$ cat src/rtl/bp_fe_ram64x15_ctl.sv
// bp_fe_ram64x15_ctl: request/response controller for the 64x15 front-end RAM.
// Define BP_FE_RAM_INIT_CLEAR_EN to compile in the post-reset zeroing sweep.
module bp_fe_ram64x15_ctl #(
    parameter int BITS       = 15,
    parameter int WORD_DEPTH = 64,
    parameter int ADDR_WIDTH = 6
) (
    input  logic                  clk,
    input  logic                  reset_in,
    input  logic                  req_v_in,
    output logic                  req_ready_out,
    input  logic                  req_we_in,
    input  logic [ADDR_WIDTH-1:0] req_addr_in,
    input  logic [BITS-1:0]       req_data_in,
    input  logic [BITS-1:0]       req_mask_in,
    output logic                  resp_v_out,
    input  logic                  resp_ready_in,
    output logic [BITS-1:0]       resp_data_out,
    output logic                  init_done_out,
    output logic                  ram_ce_out,
    output logic                  ram_we_out,
    output logic [ADDR_WIDTH-1:0] ram_addr_out,
    output logic [BITS-1:0]       ram_wd_out,
    output logic [BITS-1:0]       ram_w_mask_out,
    input  logic [BITS-1:0]       ram_rd_in
);

    if (WORD_DEPTH != (1 << ADDR_WIDTH)) begin : g_bad_depth
        $error("WORD_DEPTH must equal 2**ADDR_WIDTH");
    end

    logic [1:0]      count;
    logic [1:0]      occ;
    logic            inflight;
    logic            head;
    logic            tail;
    logic            init_done;
    logic            accept;
    logic            push;
    logic            pop;
    logic [BITS-1:0] q [2];

    // Credits cover both queued entries and the read still in the macro
    assign occ           = count + {1'b0, inflight};
    assign resp_v_out    = (count != 2'd0);
    assign pop           = resp_v_out & resp_ready_in;
    assign push          = inflight;
    assign tail          = head ^ count[0];
    assign req_ready_out = init_done & ~reset_in & ((occ < 2'd2) | pop);
    assign accept        = req_v_in & req_ready_out;
    assign resp_data_out = q[head];
    assign init_done_out = init_done;

`ifdef BP_FE_RAM_INIT_CLEAR_EN
    typedef enum logic {
        ST_INIT,
        ST_RUN
    } state_t;

    state_t                state;
    logic [ADDR_WIDTH-1:0] sweep_cnt;
    logic                  sweeping;

    always_ff @(posedge clk) begin
        if (reset_in) begin
            state     <= ST_INIT;
            sweep_cnt <= '0;
            init_done <= 1'b0;
        end else if (state == ST_INIT) begin
            sweep_cnt <= sweep_cnt + 1'b1;
            if (sweep_cnt == ADDR_WIDTH'(WORD_DEPTH - 1)) begin
                state     <= ST_RUN;
                init_done <= 1'b1;
            end
        end
    end

    assign sweeping       = (state == ST_INIT) & ~reset_in;
    assign ram_ce_out     = sweeping | accept;
    assign ram_we_out     = sweeping | (accept & req_we_in);
    assign ram_addr_out   = sweeping ? sweep_cnt : req_addr_in;
    assign ram_wd_out     = sweeping ? '0 : req_data_in;
    assign ram_w_mask_out = sweeping ? '1 : req_mask_in;
`else
    // Reset leaves the array alone, so the block is usable as soon as reset drops
    always_ff @(posedge clk) begin
        init_done <= 1'b1;
    end

    assign ram_ce_out     = accept;
    assign ram_we_out     = accept & req_we_in;
    assign ram_addr_out   = req_addr_in;
    assign ram_wd_out     = req_data_in;
    assign ram_w_mask_out = req_mask_in;
`endif

    always_ff @(posedge clk) begin
        if (reset_in) begin
            count    <= 2'd0;
            inflight <= 1'b0;
            head     <= 1'b0;
        end else begin
            inflight <= accept & ~req_we_in;
            if (pop) begin
                head <= ~head;
            end
            unique case (1'b1)
                push & ~pop: count <= count + 2'd1;
                pop & ~push: count <= count - 2'd1;
                default: ;
            endcase
        end
    end

    always_ff @(posedge clk) begin
        if (push) begin
            q[tail] <= ram_rd_in;
        end
    end

endmodule

$ cat config.mk
export PLATFORM = sky130hd
export DESIGN_NAME = bp_fe_ram64x15_ctl
export DESIGN_NICKNAME = d
export VERILOG_FILES = /design/src/rtl/bp_fe_ram64x15_ctl.sv
export SDC_FILE = /design/constraint.sdc
export NUM_CORES = 1
export LEC_CHECK = 0
export BUFFER_PORTS_ARGS = -buffer_cell sky130_fd_sc_hd__buf_4
export CORE_MARGIN = 1.5
export CORE_UTILIZATION = 41
export DETAILED_ROUTE_END_ITERATION = 8
export HOLD_SLACK_MARGIN = 0.05
export PLACE_DENSITY = 0.89
export SLEW_MARGIN = 30
export SYNTH_ARGS = -nofsm -noshare
export SYNTH_HDL_FRONTEND = slang
export SYNTH_SLANG_ARGS = --single-unit
$ cat constraint.sdc
create_clock -name clk -period 1.9 [get_ports clk]
set_clock_uncertainty 0.15 [all_clocks]
set_input_delay 0.38 -clock clk [delete_from_list [all_inputs] [get_ports clk]]
set_output_delay 0.38 -clock clk [all_outputs]
set_load 0.01 [all_outputs]
==> results of run 1 <==
stage by stage:
| stage | instance area [um^2] | total power, mW | utilization, % |
|---|---|---|---|
| 2_1_floorplan | 1630 | 1.203 | - |
| 3_5_place_dp | 1695 | 1.269 | 45.29 |
| 4_1_cts | 1817 | 1.896 | 48.53 |
| 5_1_grt | 1821 | 1.966 | 48.63 |
| 3_3_place_gp | 1695 | 1.248 | 45.29 |
| 6_report | 1821 | 1.873 | 48.63 |
cells by family after synthesis:
logic type | count (synthesis) | share of synthesized area (%)
multiplexers | 15 | 10.36
XOR/XNOR | 4 | 2.149
adder cells (fa/ha/maj) | 1 | 0.7673
flip-flops | 35 | 61.40
AND/OR/NAND/NOR | 13 | 4.299
other | 1 | 0.2300
buffers and inverters | 42 | 18.80
AO/OA/AOI/OAI | 5 | 1.995
placed cells by master (no fill, tap or decap), drive strengths merged:
cell,netlist,layout
buf,41,41
edfxtp,30,30
mux2,15,15
clkbuf,0,7
nor2,5,5
dfxtp,5,5
xor2,2,2
xnor2,2,2
a21oi,2,2
o21a,1,1
a21bo,1,1
nand3b,1,1
nor3b,1,1
or2,1,1
and2,1,1
inv,1,1
nand2,1,1
nor3,1,1
o21ai,1,1
or3,1,1
nor4b,1,1
ha,1,1
conb,1,1
clkinv,0,1
worst register-to-register path, stage by stage, from the launching register on:
cell and delay [ns]:
dfxtp_4 0.37, o21a_1 0.21, ha_1 0.32, or3_1 0.35, a21oi_1 0.14
cell type report:
cell class              count  share of cell area [%]
clock buffers               7                   5.911
clock inverters             1                  0.2749
inverters                   1                  0.2062
multi-input cells          39                   17.94
flip-flops and latches     35                   55.26
well taps                  48                   3.299
repair buffers             41                   17.11
power groups by stage:
stage | combinational (mW) | clock (mW) | sequential, mW
after floorplan | 0.288 | 0 | 0.915
after global placement | 0.324 | 0 | 0.924
after detailed placement | 0.338 | 0 | 0.931
after CTS | 0.344 | 0.635 | 0.916
after global routing | 0.368 | 0.675 | 0.923
final | 0.338 | 0.618 | 0.917
flip-flops by register name (all words and copies together) (netlist names), named ones only:
name,count
count,2
head,1
inflight,1
q,30
final timing paths:
path	endpoint	start	slack (ns)
max	resp_data_out[8]	flop	0.06
max reg2reg	count[1]	count[0]	0.29
min reg2reg	count[1]	count[1]	0.36
min	inflight	req_we_in	0.11
routing by layer:
metal | up-vias | share of wire [%] | track usage [%]
met5 | - | 0 | 0
met4 | 0 | 5.5 | 9.439
met3 | 22 | 9.9 | 6.644
met2 | 54 | 53 | 24.37
met1 | 374 | 32 | 12.96
li1 | 379 | - | -
==> results by group, run 1 <==
Final layout
  • Final nets: 180
  • Share of post-route cells with drive strength above 1: 55.65%
  • Area occupied by multi-input gates: 326.6 um^2
  • Number of fill cells: 333
  • Layout area overhead: 11.67%
  • Diode count: 0
  • Fin cells: 172
  • Sequential Area: 0.001006 mm^2

Synthesis
  • Register area share after synthesis: 61.40%
  • Synthesized Nets: 173
  • EDFF count, synth: 30
  • Syn Std Cell Area: 0.001630 mm^2
  • Commonest cells post-synth: buf_4, edfxtp_1, mux2_2
  • Avg Inst Size Synth: 14.05 um^2
  • Yosys warns: 0
  • Synth top area cells: edfxtp_1, buf_4, mux2_2
  • Largest area contributor in the netlist: edfxtp_1
  • #FFs+latches synth: 35
  • Synth async-reset ratio: 0%
  • Cell count after synthesis: 116
  • Top-area cell type share of the netlist area: 55.26%
  • Count leader, synth: buf_4
  • Yosys cell types: 25
  • Top FF cell, synth: edfxtp_1

Worst setup path
  • CP required: 1.37 ns
  • Setup crit end kind: output port
  • Critical path type: flop to output port
  • Crit path max fanout: 15
  • Cells on worst reg2reg path: 4
  • Worst path arrival time: 1.31 ns
  • Cell family with the largest share of critical-path delay: multiplexers
  • Slowest stage delay, CP: 0.36 ns
  • Critical path launch point type: flop
  • Crit path buf inv count: 2
  • Worst path slowest cell: mux2_2
  • CP Cell Sequence: buf_6 > mux2_2 > buf_4
  • WP depth: 3

Drt
  • Antenna Nets Post-Route: 0
  • Final wirelength: 2901 um
  • DRT Pass-1 Iters: 4
  • Wire length per cell: 16.87 um
  • 1st-iter DRT viols: 70
  • Via density: 4.820
  • Vias: 829
  • Drt drc: 0

STA
  • Tmin final: 1.843 ns
  • Fin crit share: 97.00%
  • Final Hold Slack: 0.1115 ns
  • Setup_tns: 0 ns
  • Final Hold Fails: 0
  • Setup violators final: 0
  • Final setup margin: 0.05698 ns
  • Slew Limit Fails: 0
  • Fmax: 0.5426 GHz
  • RSZ-0062 raised after global routing: no

Place
  • GPL Wtd Cong: 0.6095
  • Dpl cells: 164
  • Post-DP HPWL: 2188 um
  • Pre-CTS setup slack: 0.2370 ns
  • Port Buf Inserts: 38

Clock tree
  • CTS Sinks: 35
  • H-tree levels: 2
  • CTS root buffer: clkbuf_8
  • Num CTS Buffers: 5
  • Clk_lat worst skew: 0.29 ns
  • Setup Buffers After CTS: 0
  • CTS tree: done
  • Max clock buf depth: 2
  • Post-CTS sizing: 3
  • Worst-path clk slew: 0.07 ns
  • Post-cts hold buffer count: 0

Die
  • Die width: 66.06 um
  • Row cnt: 22
  • Initial Util: 43.55%
  • Core area: 0.003744 mm^2
  • Die Ht: 66.06 um
  • Total die area: 0.004364 mm^2
  • I/O pin cnt: 112

Min path
  • Hold depth: 2
  • Worst Hold Class: primary input to flop

Global route
  • First-pass GRT wire length: 4243 um
  • GRT Util Overall: 14.06%
  • Initial antenna violation count: 0
  • Largest net degree at the start of global routing: 16
  • Gr ovfl total: 0
  • Vias in the first global route: 855

Run status
  • Run status: complete, no violations

Pwr
  • Peak supply drop: 0.3395 mV
  • Combinational Power Share: 18.0%
  • Sw Pwr: 0.4237 mW
  • Sequential power share: 49.0%
  • Internal power: 1.449 mW
  • Pleak: 0.6895 nW
  • Switching share of total power: 22.62%
  • Clk pwr share: 33.0%
  • Cell Pwr Density: 1029 mW/mm^2

Job
  • Max Cap Viol: 0
Note: power is estimated with default switching activity, not from simulation.
==> run 2: changes to the inputs <==
==> constraint.sdc (replaced) <==
create_clock -name clk -period 1.9 [get_ports clk]
set_clock_uncertainty 0.15 [all_clocks]
set_input_delay 0.38 -clock clk [delete_from_list [all_inputs] [get_ports clk]]
set_output_delay 0.38 -clock clk [all_outputs]
set_load 0.05 [all_outputs]
==> results by group, run 2 (synthesis results as in run 1) <==
Global route
  • First-pass GRT wire length: 4029 um
  • Vias in the first global route: 845
  • Initial antenna violation count: 0
  • Largest net degree at the start of global routing: 16
  • Gr ovfl total: 0
  • GRT Util Overall: 13.17%

Clock tree
  • CTS root buffer: clkbuf_8
  • CTS Sinks: 35
  • H-tree levels: 2
  • CTS tree: done
  • Num CTS Buffers: 5
  • Max clock buf depth: 2
  • Clk_lat worst skew: 0.27 ns
  • Worst-path clk slew: 0.06 ns
  • Setup Buffers After CTS: 0

Die
  • Initial Util: 43.55%
  • Die width: 66.06 um
  • Row cnt: 22
  • Die Ht: 66.06 um
  • Core area: 0.003744 mm^2
  • Total die area: 0.004364 mm^2
  • I/O pin cnt: 112

Drt
  • Antenna Nets Post-Route: 0
  • Via density: 4.715
  • DRT Pass-1 Iters: 4
  • Final wirelength: 2853 um
  • Met1 WL: 971 um
  • Drt drc: 0
  • Wire length per cell: 16.59 um
  • Wire length on met3: 254 um
  • Uppermost routed layer: met4
  • 1st-iter DRT viols: 31
  • Vias: 811
  • WL met2: 1442 um

STA
  • Setup violators final: 0
  • Final setup margin: 0.05980 ns
  • Slew Limit Fails: 0
  • Fmax: 0.5434 GHz
  • Setup_tns: 0 ns
  • Final Hold Fails: 0
  • Tmin final: 1.840 ns
  • Fin crit share: 96.85%

Pwr
  • Sw Pwr: 0.5869 mW
  • Combinational Power Share: 28.0%
  • Pleak: 0.6924 nW
  • Internal power: 1.352 mW
  • Clk pwr share: 24.5%
  • Sequential power share: 47.6%
  • Power after layout: 1.939 mW
  • Switching share of total power: 30.26%
  • Cell Pwr Density: 1049 mW/mm^2
  • Peak supply drop: 0.3020 mV

Worst setup path
  • Critical path type: flop to output port
  • Worst path arrival time: 1.31 ns
  • Setup crit end kind: output port
  • CP required: 1.37 ns
  • Critical path launch point type: flop
  • Crit path max fanout: 7

Place
  • Pre-CTS setup slack: 0.1788 ns
  • Port Buf Inserts: 38
  • GPL Wtd Cong: 0.6468
  • Dpl cells: 164
  • Post-DP HPWL: 1966 um

Run status
  • Run status: complete, no violations

Final layout
  • Final nets: 181
  • Largest register by flop count: q
  • Top flop regs: q: 30 flops, count: 2 flops
  • Most frequent cells in the layout: buf_4, edfxtp_1, mux2_2
  • Max reg flops: 30
  • Fin cells: 172
  • Layout area overhead: 13.43%
  • Diode count: 0
  • Number of fill cells: 334
  • Commonest non-fill, non-tap cell in the layout: buf_4
  • Share of post-route cells with drive strength above 1: 57.26%

Job
  • Max Cap Viol: 0

Min path
  • Worst Hold Class: primary input to flop
==> run 2: worst max-delay path, stage by stage (launching register included) <==
cell and delay, ns:
dfxtp_4 0.37, clkbuf_16 0.15, mux2_2 0.33, buf_4 0.19
==> run 2: final timing paths <==
path | from | to | slack (ns) | depth (start not counted)
max | flop | resp_data_out[9] | 0.06 | 3
min | req_we_in | inflight | 0.13 | 2
max reg2reg | count[0] | count[1] | 0.27 | 4
min reg2reg | count[1] | count[1] | 0.38 | 2
==> run 2: cell type report <==
type	count	area, um^2	share of cell area, %
flip-flops and latches	35	1012	54.74
repair buffers	42	351.6	19.01
multi-input cells	39	344.1	18.61
clock buffers	5	68.82	3.721
well taps	48	60.06	3.248
clock inverters	2	8.758	0.4736
inverters	1	3.754	0.2030
==> run 2: stage by stage <==
step	utilization (%)	hold slack, ns	area, um^2
final	49.40	0.1250	1849
after global routing	49.40	0.1120	1849
after CTS	48.06	0.1146	1799
after detailed placement	45.55	0.3767	1705
after global placement	45.55	0.3428	1705
after floorplan	-	0.3093	1640
==> run 2: power groups by stage <==
stage,clock network [mW],registers (mW),logic [mW]
finish,0.475,0.922,0.542
CTS,0.494,0.915,0.522
global placement,0,0.924,0.503
floorplan,0,0.915,0.594
detailed placement,0,0.929,0.513
global route,0.522,0.929,0.572
==> run 2: per-layer routing <==
metal  vias up  global-route usage (%)
li1        377                       -
met1       358                   11.69
met2        48                   22.73
met3        28                   5.451
met4         0                   11.22
met5         -                       0
==> run 2: repair_timing <==
action,CTS,global route
pin swaps,0,1
cloned,0,1
setup endpoints to repair,13,10
resized for setup,4,9
hold buffers,0,0
